==> config.mk <==
export PLATFORM = sky130hd
export DESIGN_NAME = saradc_ctrl_mc_flat
export DESIGN_NICKNAME = d
export VERILOG_FILES = /design/src/rtl/saradc_ctrl_pkg.sv /design/src/rtl/saradc_ctrl_mc_if.sv /design/src/rtl/saradc_sar_reg.sv /design/src/rtl/saradc_ctrl_mc.sv /design/src/flat_wrapper.sv
export SDC_FILE = /design/constraint.sdc
export NUM_CORES = 1
export LEC_CHECK = 0
export CAP_MARGIN = 10
export CORE_MARGIN = 5
export CORE_UTILIZATION = 40
export CTS_CLUSTER_SIZE = 24
export DETAILED_ROUTE_END_ITERATION = 12
export GPL_TIMING_DRIVEN = 0
export PLACE_DENSITY = 0.67
export SETUP_SLACK_MARGIN = 0.05
export SLEW_MARGIN = 20
export SYNTH_ARGS = -nofsm -noshare
export SYNTH_HDL_FRONTEND = slang
export SYNTH_SLANG_ARGS = --single-unit
==> constraint.sdc <==
create_clock -name clk -period 1.7 [get_ports clk]
set_input_delay 0.34 -clock clk [delete_from_list [all_inputs] [get_ports clk]]
set_output_delay 0.34 -clock clk [all_outputs]
set_load 0.01 [all_outputs]
==> src/rtl/saradc_ctrl_pkg.sv <==
// Shared types and constants for the SAR ADC multi-channel controller:
// FSM state encoding, channel-index width helper, oversampling constants.
package saradc_ctrl_pkg;

    typedef enum logic [1:0] {
        ST_IDLE = 2'd0,
        ST_SMP  = 2'd1,
        ST_CONV = 2'd2,
        ST_HOLD = 2'd3
    } state_t;

    localparam int SMP_CNT_W    = 4;
    localparam int NOSR_DEFAULT = 2;

    function automatic int ch_width(input int nch);
        return (nch > 1) ? $clog2(nch) : 1;
    endfunction

    function automatic int osr_cnt_width(input int nosr);
        return (nosr > 1) ? nosr : 1;
    endfunction

endpackage

==> src/rtl/saradc_ctrl_mc_if.sv <==
// Result stream of the SAR ADC controller: converted code, its channel and
// a valid/ready handshake toward the consumer.
interface saradc_ctrl_mc_if
    import saradc_ctrl_pkg::*;
#(
    parameter int NBITS = 8,
    parameter int NCH   = 4
);
    logic [NBITS-1:0]        dout;
    logic [ch_width(NCH)-1:0] dout_ch;
    logic                    dout_valid;
    logic                    dout_ready;

    modport master (output dout, dout_ch, dout_valid, input dout_ready);
    modport slave  (input dout, dout_ch, dout_valid, output dout_ready);
endinterface

==> src/rtl/saradc_sar_reg.sv <==
// Successive-approximation register: MSB-first bit pointer plus the
// complementary CDAC control words built from comparator decisions.
module saradc_sar_reg #(
    parameter int NBITS = 8
) (
    input  logic             clk,
    input  logic             rstn,
    input  logic             clear,
    input  logic             en,
    input  logic             cmpo,
    output logic [NBITS-1:0] resultp,
    output logic [NBITS-1:0] resultn,
    output logic [NBITS-1:0] final_word,
    output logic             last
);
    localparam int BW = $clog2(NBITS);

    logic [BW-1:0] bit_idx;

    always_ff @(posedge clk or negedge rstn) begin
        if (!rstn) begin
            bit_idx <= '0;
            resultp <= '0;
            resultn <= '0;
        end else if (clear) begin
            bit_idx <= BW'(NBITS - 1);
            resultp <= '0;
            resultn <= '0;
        end else if (en) begin
            resultp[bit_idx] <= cmpo;
            resultn[bit_idx] <= ~cmpo;
            if (bit_idx != '0)
                bit_idx <= bit_idx - BW'(1);
        end
    end

    assign last = (bit_idx == '0);
    // Word as it will read once the bit-0 decision currently on cmpo lands.
    assign final_word = {resultp[NBITS-1:1], cmpo};

endmodule

==> src/rtl/saradc_ctrl_mc.sv <==
// Multi-channel SAR ADC conversion controller: scan sequencer, sample/convert
// FSM and result output register. Optional build macro SARADC_OVERSAMPLE_EN
// averages 2^NOSR conversions per channel.
//
// state   | meaning
// IDLE    | waiting for START with a non-empty channel mask
// SMP     | S&H tracking the selected channel for NSAMP cycles
// CONV    | one comparator decision per cycle, MSB first
// HOLD    | result presented, waiting for the consumer to accept it
module saradc_ctrl_mc
    import saradc_ctrl_pkg::*;
#(
    parameter int NBITS = 8,
    parameter int NCH   = 4,
    parameter int NSAMP = 2
`ifdef SARADC_OVERSAMPLE_EN
    ,
    parameter int NOSR  = NOSR_DEFAULT
`endif
) (
    input  logic                     clk,
    input  logic                     rstn,
    input  logic                     start,
    input  logic [NCH-1:0]           ch_mask,
    input  logic                     cmpo,
    output logic                     sample,
    output logic [NBITS-1:0]         resultp,
    output logic [NBITS-1:0]         resultn,
    output logic                     valid,
    output logic [ch_width(NCH)-1:0] ch_sel,
    output logic                     busy,
    saradc_ctrl_mc_if.master         dout_if
);
    localparam int CHW = ch_width(NCH);

    state_t                 state, state_nxt;
    logic [SMP_CNT_W-1:0]   smp_cnt;
    logic [NCH-1:0]         mask_q;
    logic [CHW-1:0]         first_ch, next_ch;
    logic                   has_next;
    logic                   sar_clear, sar_en, last, conv_done, osr_done;
    logic [NBITS-1:0]       final_word, dout_load, dout_q;
    logic [CHW-1:0]         dout_ch_q;
    logic                   dout_valid_q;

    saradc_sar_reg #(.NBITS(NBITS)) u_sar_reg (
        .clk        (clk),
        .rstn       (rstn),
        .clear      (sar_clear),
        .en         (sar_en),
        .cmpo       (cmpo),
        .resultp    (resultp),
        .resultn    (resultn),
        .final_word (final_word),
        .last       (last)
    );

    // Descending scan leaves the lowest qualifying index in each result.
    always_comb begin
        first_ch = '0;
        next_ch  = '0;
        has_next = 1'b0;
        for (int i = NCH - 1; i >= 0; i--) begin
            if (ch_mask[i])
                first_ch = CHW'(i);
            if (mask_q[i] && (i > int'(ch_sel))) begin
                next_ch  = CHW'(i);
                has_next = 1'b1;
            end
        end
    end

`ifdef SARADC_OVERSAMPLE_EN
    localparam int OSR_W = osr_cnt_width(NOSR);

    logic [NBITS+NOSR-1:0] acc, acc_sum;
    logic [OSR_W-1:0]      osr_cnt;
    logic                  ch_start;

    assign ch_start  = sar_clear && ((state == ST_IDLE) || (state == ST_HOLD));
    assign acc_sum   = acc + {{NOSR{1'b0}}, final_word};
    assign dout_load = acc_sum[NBITS+NOSR-1:NOSR];
    assign osr_done  = (osr_cnt == '0);

    always_ff @(posedge clk or negedge rstn) begin
        if (!rstn) begin
            acc     <= '0;
            osr_cnt <= '0;
        end else if (ch_start) begin
            acc     <= '0;
            osr_cnt <= OSR_W'((1 << NOSR) - 1);
        end else if (conv_done) begin
            acc <= acc_sum;
            if (osr_cnt != '0)
                osr_cnt <= osr_cnt - OSR_W'(1);
        end
    end
`else
    assign dout_load = final_word;
    assign osr_done  = 1'b1;
`endif

    assign conv_done = (state == ST_CONV) && last;

    always_ff @(posedge clk or negedge rstn) begin
        if (!rstn)
            state <= ST_IDLE;
        else
            state <= state_nxt;
    end

    always_comb begin
        state_nxt = state;
        case (state)
            ST_IDLE: if (start && (ch_mask != '0)) state_nxt = ST_SMP;
            ST_SMP:  if (smp_cnt == '0)            state_nxt = ST_CONV;
            ST_CONV: if (last)                     state_nxt = osr_done ? ST_HOLD : ST_SMP;
            ST_HOLD: if (dout_if.dout_ready)       state_nxt = has_next ? ST_SMP : ST_IDLE;
            default:                               state_nxt = ST_IDLE;
        endcase
    end

    assign sar_clear = (state_nxt == ST_SMP) && (state != ST_SMP);
    assign sar_en    = (state == ST_CONV);
    assign sample    = (state == ST_SMP);
    assign busy      = (state != ST_IDLE);

    always_ff @(posedge clk or negedge rstn) begin
        if (!rstn) begin
            smp_cnt      <= '0;
            mask_q       <= '0;
            ch_sel       <= '0;
            valid        <= 1'b0;
            dout_q       <= '0;
            dout_ch_q    <= '0;
            dout_valid_q <= 1'b0;
        end else begin
            valid <= conv_done;
            if ((state == ST_IDLE) && (state_nxt == ST_SMP)) begin
                mask_q <= ch_mask;
                ch_sel <= first_ch;
            end else if ((state == ST_HOLD) && (state_nxt == ST_SMP)) begin
                ch_sel <= next_ch;
            end else if ((state == ST_HOLD) && (state_nxt == ST_IDLE)) begin
                mask_q <= '0;
            end
            if (sar_clear)
                smp_cnt <= SMP_CNT_W'(NSAMP - 1);
            else if ((state == ST_SMP) && (smp_cnt != '0))
                smp_cnt <= smp_cnt - SMP_CNT_W'(1);
            if (conv_done && osr_done) begin
                dout_q       <= dout_load;
                dout_ch_q    <= ch_sel;
                dout_valid_q <= 1'b1;
            end else if ((state == ST_HOLD) && dout_if.dout_ready) begin
                dout_valid_q <= 1'b0;
            end
        end
    end

    assign dout_if.dout       = dout_q;
    assign dout_if.dout_ch    = dout_ch_q;
    assign dout_if.dout_valid = dout_valid_q;

endmodule

==> src/flat_wrapper.sv <==
// flat-port wrapper written by rule: the top's interface ports become plain ports
module saradc_ctrl_mc_flat import saradc_ctrl_pkg::*;
#(
    parameter int NBITS = 8,
    parameter int NCH   = 4,
    parameter int NSAMP = 2

)
  (clk, rstn, start, ch_mask, cmpo, sample, resultp, resultn, valid, ch_sel, busy, dout_if_dout, dout_if_dout_ch, dout_if_dout_valid, dout_if_dout_ready);
  saradc_ctrl_mc_if #(.NBITS(NBITS), .NCH(NCH)) dout_if_i ();
  input  logic clk;
  input  logic rstn;
  input  logic start;
  input  logic [NCH-1:0] ch_mask;
  input  logic cmpo;
  output logic sample;
  output logic [NBITS-1:0] resultp;
  output logic [NBITS-1:0] resultn;
  output logic valid;
  output logic [ch_width(NCH)-1:0] ch_sel;
  output logic busy;
  output wire logic [$bits(dout_if_i.dout)-1:0] dout_if_dout;
  output wire logic [$bits(dout_if_i.dout_ch)-1:0] dout_if_dout_ch;
  output wire logic [$bits(dout_if_i.dout_valid)-1:0] dout_if_dout_valid;
  input wire logic [$bits(dout_if_i.dout_ready)-1:0] dout_if_dout_ready;
  assign dout_if_dout = dout_if_i.dout;
  assign dout_if_dout_ch = dout_if_i.dout_ch;
  assign dout_if_dout_valid = dout_if_i.dout_valid;
  assign dout_if_i.dout_ready = dout_if_dout_ready;
  saradc_ctrl_mc #(.NBITS(NBITS), .NCH(NCH), .NSAMP(NSAMP)) u_core (.clk(clk), .rstn(rstn), .start(start), .ch_mask(ch_mask), .cmpo(cmpo), .sample(sample), .resultp(resultp), .resultn(resultn), .valid(valid), .ch_sel(ch_sel), .busy(busy), .dout_if(dout_if_i));
endmodule
# Word-level counts from Yosys, hierarchy flattened
# Cells that the tools add are included.
word_totals:
  register_bits: 43
  latch_bits: 0
  ram_bits: 0
  mem_bits_ro: 0
  input_bits: 9
  wordCells: 89
  memories: 0
classes:
  addsub: 2
  n_mul: 0
  div_mod_pow: 0
  n_lt_le_gt_ge: 5
  n_eq_ne: 6
  shifts: 0
  n_mux: 36
  bitwise_logic: 1
  n_reduce_logical: 28
ops:
  columns: ["operator", "count"]
  rows:
  - ["$mux W8", 4]
  - ["$mux W2", 13]
  - ["$mux W4", 5]
  - ["$bwmux W8", 2]
  - ["$reduce_bool A2 Y1", 7]
  - ["$logic_and A1 B1 Y1", 12]
  - ["$mux W3", 3]
  - ["$pmux W2 S4", 1]
  - ["$reduce_bool A4 Y1", 2]
  - ["$mux W1", 7]
  - ["$eq A2 B1 Y1 const B", 2]
  - ["$eq A2 B2 Y1 const B", 2]
  - ["$gt A2 B2 Y1 const A", 2]
  - ["$logic_not A2 Y1", 2]
  - ["$logic_not A4 Y1", 1]
  - ["$lt A3 B4 Y1 const B", 1]
  - ["$ne A2 B1 Y1 const B", 2]
  - ["$reduce_and A2 Y1", 2]
  - ["$sub A4 B1 Y4 const B", 1]
  - ["$demux W1 S3", 1]
  - ["$ge A3 B1 Y1 const B", 1]
  - ["$logic_not A3 Y1", 1]
  - ["$reduce_bool A3 Y1", 1]
  - ["$sub A3 B1 Y3 const B", 1]
  - ["2 further kinds", 2]

# Longest topological paths before layout
logic_depth:
  ltp_word: 13
  depth_mapped: 8
  ltp_nobuf: 6

# Cells and area by module
# Synthesis repeated with hierarchy kept, for this count alone.
hier_totals:
  hier_cells: 206
  area_unflattened_um2: 2119.5
by_module_without_submodules:
  columns: ["module", "n_inst", "cells_each", "area_each_um2", "seq_area_each_um2"]
  rows:
  - ["saradc_ctrl_mc", 1, 115, 1101.1, 575.6]
  - ["saradc_sar_reg", 1, 91, 1018.5, 475.5]

# Least setup slack after synthesis
# Ideal clock, no wire load.
synth_path:
  path_kind: "flip-flop to flip-flop"
  startpoint: "register u_core.u_sar_reg.bit_idx[1]"
  endpoint: "register u_core.dout_q[2] (netlist: u_core.dout_if.dout[2])"
  setup_time_ns: 0.125
  arrival_time_ns: 1.697
  setup_slack_ns: -0.122
  stages_incl_launch_ff: 7
  period_less_slack_ns: 1.822
  cell_sequence: "dfrtp_1 -> inv_1 -> ha_1 -> or2b_2 -> nor2b_4 -> buf_2 -> mux2_2"
synth_via:
  elab_chain_cells: 2
synth_rtl:
  columns: ["element", "line_no", "text"]
  rows:
  - ["from (decl)", "saradc_sar_reg.sv:18", "logic [BW-1:0] bit_idx;"]
  - ["from (signal assigned)", "saradc_sar_reg.sv:26", "bit_idx <= BW'(NBITS - 1);"]
  - ["from (signal assigned)", "saradc_sar_reg.sv:33", "bit_idx <= bit_idx - BW'(1);"]
  - ["$logic_not A3 Y1", "saradc_sar_reg.sv:37", "assign last = (bit_idx == '0);"]
  - ["$logic_and A1 B1 Y1", "saradc_ctrl_mc.sv:103", "assign conv_done = (state == ST_CONV) && last;"]
  - ["named net u_core.conv_done", "saradc_ctrl_mc.sv:41", "logic sar_clear, sar_en, last, conv_done, osr_done;"]
  - ["to (signal assigned)", "saradc_ctrl_mc.sv:152", "dout_q <= dout_load;"]
  - ["to (decl)", "saradc_ctrl_mc.sv:42", "logic [NBITS-1:0] final_word, dout_load, dout_q;"]
# The timed path passes the listed nets, and every way through them passes these cells.
# A chain may end at the register's enable or synchronous reset.

# Final worst setup path
layout_path:
  startpoint: "register u_core.u_sar_reg.bit_idx[1]"
  endpoint: "register u_core.ch_sel[0]"
layout_via:
  elab_chain_cells: 6
  elab_cells_between_ends: 8
  cone_classes: "1 x eq/ne; 3 x mux; 4 x reduce/logical"
layout_rtl:
  columns: ["element", "line_no", "text"]
  rows:
  - ["$logic_not A3 Y1 (*)", "saradc_sar_reg.sv:37", null]
  - ["$mux W2 (*)", "saradc_ctrl_mc.sv:117", "ST_CONV: if (last) state_nxt = osr_done ? ST_HOLD : ST_SMP;"]
  - ["$pmux W2 S4 (*)", "saradc_ctrl_mc.sv:114", "case (state)"]
  - ["$eq A2 B1 Y1 (*)", "saradc_ctrl_mc.sv:139, saradc_ctrl_mc.sv:142", null]
  - ["$logic_and A1 B1 Y1 (on tied branches)", "saradc_ctrl_mc.sv:139, saradc_ctrl_mc.sv:142", null]
  - ["$mux W2 or $reduce_bool A2 Y1 (tied branches)", null, null]
  - ["to (signal assigned)", "saradc_ctrl_mc.sv:141", "ch_sel <= first_ch;"]
  - ["to (signal assigned)", "saradc_ctrl_mc.sv:143", "ch_sel <= next_ch;"]
  - ["to (decl)", "saradc_ctrl_mc.sv:30", "output logic [ch_width(NCH)-1:0] ch_sel,"]
# Every way passes the cells marked *; elsewhere a longest branch is shown, timed or not.

==> out/qor.txt <==
VDD IR-drop max: 0.620 mV
Startpoint Class: flip-flop
Yosys top cell by area: dfrtp_1
Vias in the first global route: 1651
Commonest register cell after synthesis: dfrtp_1
Slew Limit Fails: 0
Full die area: 6770 um^2
Worst r2r src: u_core.u_sar_reg.bit_idx[1]$_DFFE_PN0P_
Die Y: 82.3 um
Final setup margin: -0.0000588 ns
Synth Area in XOR/XNOR: 0.0210
Vias per cell: 4.78
GR Util met1: 0.198
Library cells used by synthesis: 44
Hold EP: u_core.u_sar_reg.resultp[7]$_DFFE_PN0P_
Io pins: 41
Drt drc: 0
Fin crit share: 1.00
Global routing's busiest layer: met2
Worst Skew: 0.00566 ns
NetSw: 1480 uW
R2R Setup Slk: -0.00006 ns
Met3 Use GR: 0.0488
Commonest cells post-synth: 42 x dfrtp_1, 23 x nor2_1, 17 x mux2i_1
Actual slew at the worst max-slew pin: 0.448 ns
Top cell type's share of synthesized area: 0.503
Gate power share: 0.477
Final WL: 4.72 mm
Hold Crit Class: input pin to flip-flop
Max Root-Sink Buffers: 2
Pint: 2760 uW
Reg power frac: 0.348
CP Capture Type: flip-flop
Nets@finish: 261
First-pass GRT wire length: 7.78 mm
Power Dens Cells: 1470 nW/um^2
Post-synthesis simple-gate area fraction: 0.187
Seq/Total Area, Yosys: 0.503
Number of synthesized flops with an enable pin: 0
Hold_ws: 0.474 ns
Initial drt markers: 38
Core Footprint: 5070 um^2
Layout Utilization: 0.570
CP arrival: 1.87 ns
RSZ-0062 raised after global routing: yes
Area Overhead vs Synth: 38.5%
Adder-cell share of the synthesized area: 0.0240
Failing checks: setup timing
TritonCTS clock tree: built
Max Cap Viol: 0
CTS sink count: 42
Status: complete, but fails checks
Top-count cell post-synth: dfrtp_1
Crit Path Class: flip-flop to flip-flop
Main combinational cell family by area after synthesis: simple AND/OR/NAND/NOR gates
Initial Util: 0.411
Mux cell area share after synthesis: 0.135
Routed vias: 1525
Hold path depth: 3
ANT nets after route: 0
Ant diodes: 0
Compound-Gate Fraction of Synth Area: 0.0767
Worst r2r path cells: 8
Hold_sp: cmpo
Met2 Resource Use GR: 0.238
Final min period: 1.70 ns
Root buffer cell: clkbuf_8
Clk Latency, worst-skew pair: 0.29 ns
FMAX: 588 MHz
IO Port Bufs: 39
Die W: 82.3 um
Sw Ratio: 0.349
Syn avg cell area: 11.1 um^2
Clock power share: 0.175
Syn Nets: 201
Slew HR: 0.701
Cell Rows: 26
GRT Total Usage: 0.150
Initial antenna violation count: 0
Congestion Overflow GR: 0
Synth area leaders: dfrtp_1 50%, mux2i_1 8.1%, mux2_2 5.4%
H-tree Lvls: 2
Register bit count reported by yosys: 42
Final Hold Fails: 0
Post-Syn Area: 2090 um^2
Largest net degree at the start of global routing: 30
Reg clk slew, reported paths: 0.08 ns
CTS buffer count: 5
Pre-Repair DR Iteration Count: 4
Critical Path RT: 1.87 ns
DP HPWL: 3.18 mm
FF-to-FF End: u_core.ch_sel[0]$_DFFE_PN0P_
Final count of negative-setup-slack endpoints: 1
DP Cell Count: 298
Fraction of registers with async set/reset: 1.00
Wire per inst: 14.8 um
Gate Count Post-Synth: 188
Fin cells: 319
Peak fanout along the critical path: 8
Static leakage: 0.00132 uW
Layout cell share with drive strength beyond 1: 0.257
Synth warn: 0
Routability cong.: 0.769
-- cells in the final DEF, fill, tap and decap left out, types with 3 or more instances in the layout --
master	n
clkdlybuf4s50_1	34
xnor2_1	3
dfrtp_1	42
mux2_2	8
nand2b_1	6
inv_1	7
clkbuf_8	8
buf_4	12
nor3b_1	3
nor2_4	3
nand2_1	13
o21ai_0	8
nor2_1	20
mux2i_1	17
ha_1	3
buf_6	4
nand3_1	7
-- critical path, stage by stage, from the launching register on --
cell and delay, ns:
dfrtp_1 0.40, inv_2 0.09, ha_4 0.13, or2b_4 0.28, nor2b_4 0.14, o32a_1 0.17, buf_6 0.16, buf_12 0.13
o221ai_2 0.08
-- power by group through the flow --
stage / registers, uW / clock network [uW] / logic [uW]
floorplan: 1530 / 0 / 1080
global placement: 1500 / 0 / 1710
detailed placement: 1510 / 0 / 1740
CTS: 1470 / 773 / 1900
global route: 1510 / 815 / 2230
finish: 1470 / 742 / 2020
-- cells by family (layout without fill, tap and decap cells) --
logic type               Yosys count  after routing
multiplexers                      27             27
flip-flops                        42             42
AND/OR/NAND/NOR                   72             72
adder cells (fa/ha/maj)            4              4
buffers and inverters             17             78
XOR/XNOR                           5              5
AO/OA/AOI/OAI                     21             21
-- worst max-delay path by stage --
| stage | startpoint | end | slack [ns] |
|---|---|---|---|
| after floorplan | u_core.u_sar_reg.bit_idx[1]$_DFFE_PN0P_ | u_core.ch_sel[0]$_DFFE_PN0P_ | 0.04 |
| after global placement | rstn | u_core.dout_if.dout[6]$_DFFE_PN0P_ | -0.89 |
| after detailed placement | ch_mask[2] | u_core.smp_cnt[1]$_DFFE_PN0P_ | -0.33 |
| after CTS | u_core.u_sar_reg.bit_idx[1]$_DFFE_PN0P_ | u_core.ch_sel[0]$_DFFE_PN0P_ | -0.0007 |
| after global routing | u_core.u_sar_reg.bit_idx[1]$_DFFE_PN0P_ | u_core.ch_sel[0]$_DFFE_PN0P_ | -0.09 |
| final | u_core.u_sar_reg.bit_idx[1]$_DFFE_PN0P_ | u_core.ch_sel[0]$_DFFE_PN0P_ | -0.00006 |
-- flip-flops by register name, indices dropped and copies added, names as in the netlist --
signal                     count
u_core.valid                   1
u_core.u_sar_reg.bit_idx       3
u_core.dout_if.dout_valid      1
u_core.ch_sel                  2
u_core.dout_if.dout            8
u_core.dout_if.dout_ch         2
u_core.state                   2
u_core.u_sar_reg.resultn       8
u_core.u_sar_reg.resultp       8
u_core.smp_cnt                 4
u_core.mask_q                  3
-- timing repair --
| action | 4_1_cts | 5_1_grt |
|---|---|---|
| endpoints found under the setup margin | 36 | 35 |
| hold buffers | 1 | 0 |
| gates resized for setup | 13 | 12 |
| pin swaps | 1 | 4 |
| cloned | 0 | 1 |
| buffers inserted | 9 | 2 |
| endpoints found under the hold margin | 13 | 0 |
-- routing by layer --
| layer | wire (um) | vias up |
|---|---|---|
| met2 | 2250 | 34 |
| met1 | 2140 | 732 |
| met4 | 38 | 0 |
| met5 | 0 | - |
| li1 | - | 754 |
| met3 | 286 | 5 |
-- metrics by stage --
| step | setup TNS (ns) | power [uW] | setup slack, ns | cell area [um^2] |
|---|---|---|---|---|
| floorplan | 0 | 2610 | 0.0388 | 2120 |
| global placement | -44.78 | 3200 | -0.891 | 2590 |
| detailed placement | -7.53 | 3240 | -0.331 | 2610 |
| CTS | -0.000675 | 4140 | -0.000675 | 2820 |
| global route | -1.57 | 4560 | -0.0898 | 2890 |
| finish | -0.0000588 | 4240 | -0.0000588 | 2890 |
-- layout make-up --
cell class                 count  area, um^2
fill                         456        2180
tap                           70        87.6
clock buffer                   8         110
sequential                    42        1050
inverter                       9        33.8
buffer                         8        91.3
multi-input combinational    129        1010
timing repair buffer          53         510
(Power assumes the default switching activity.)
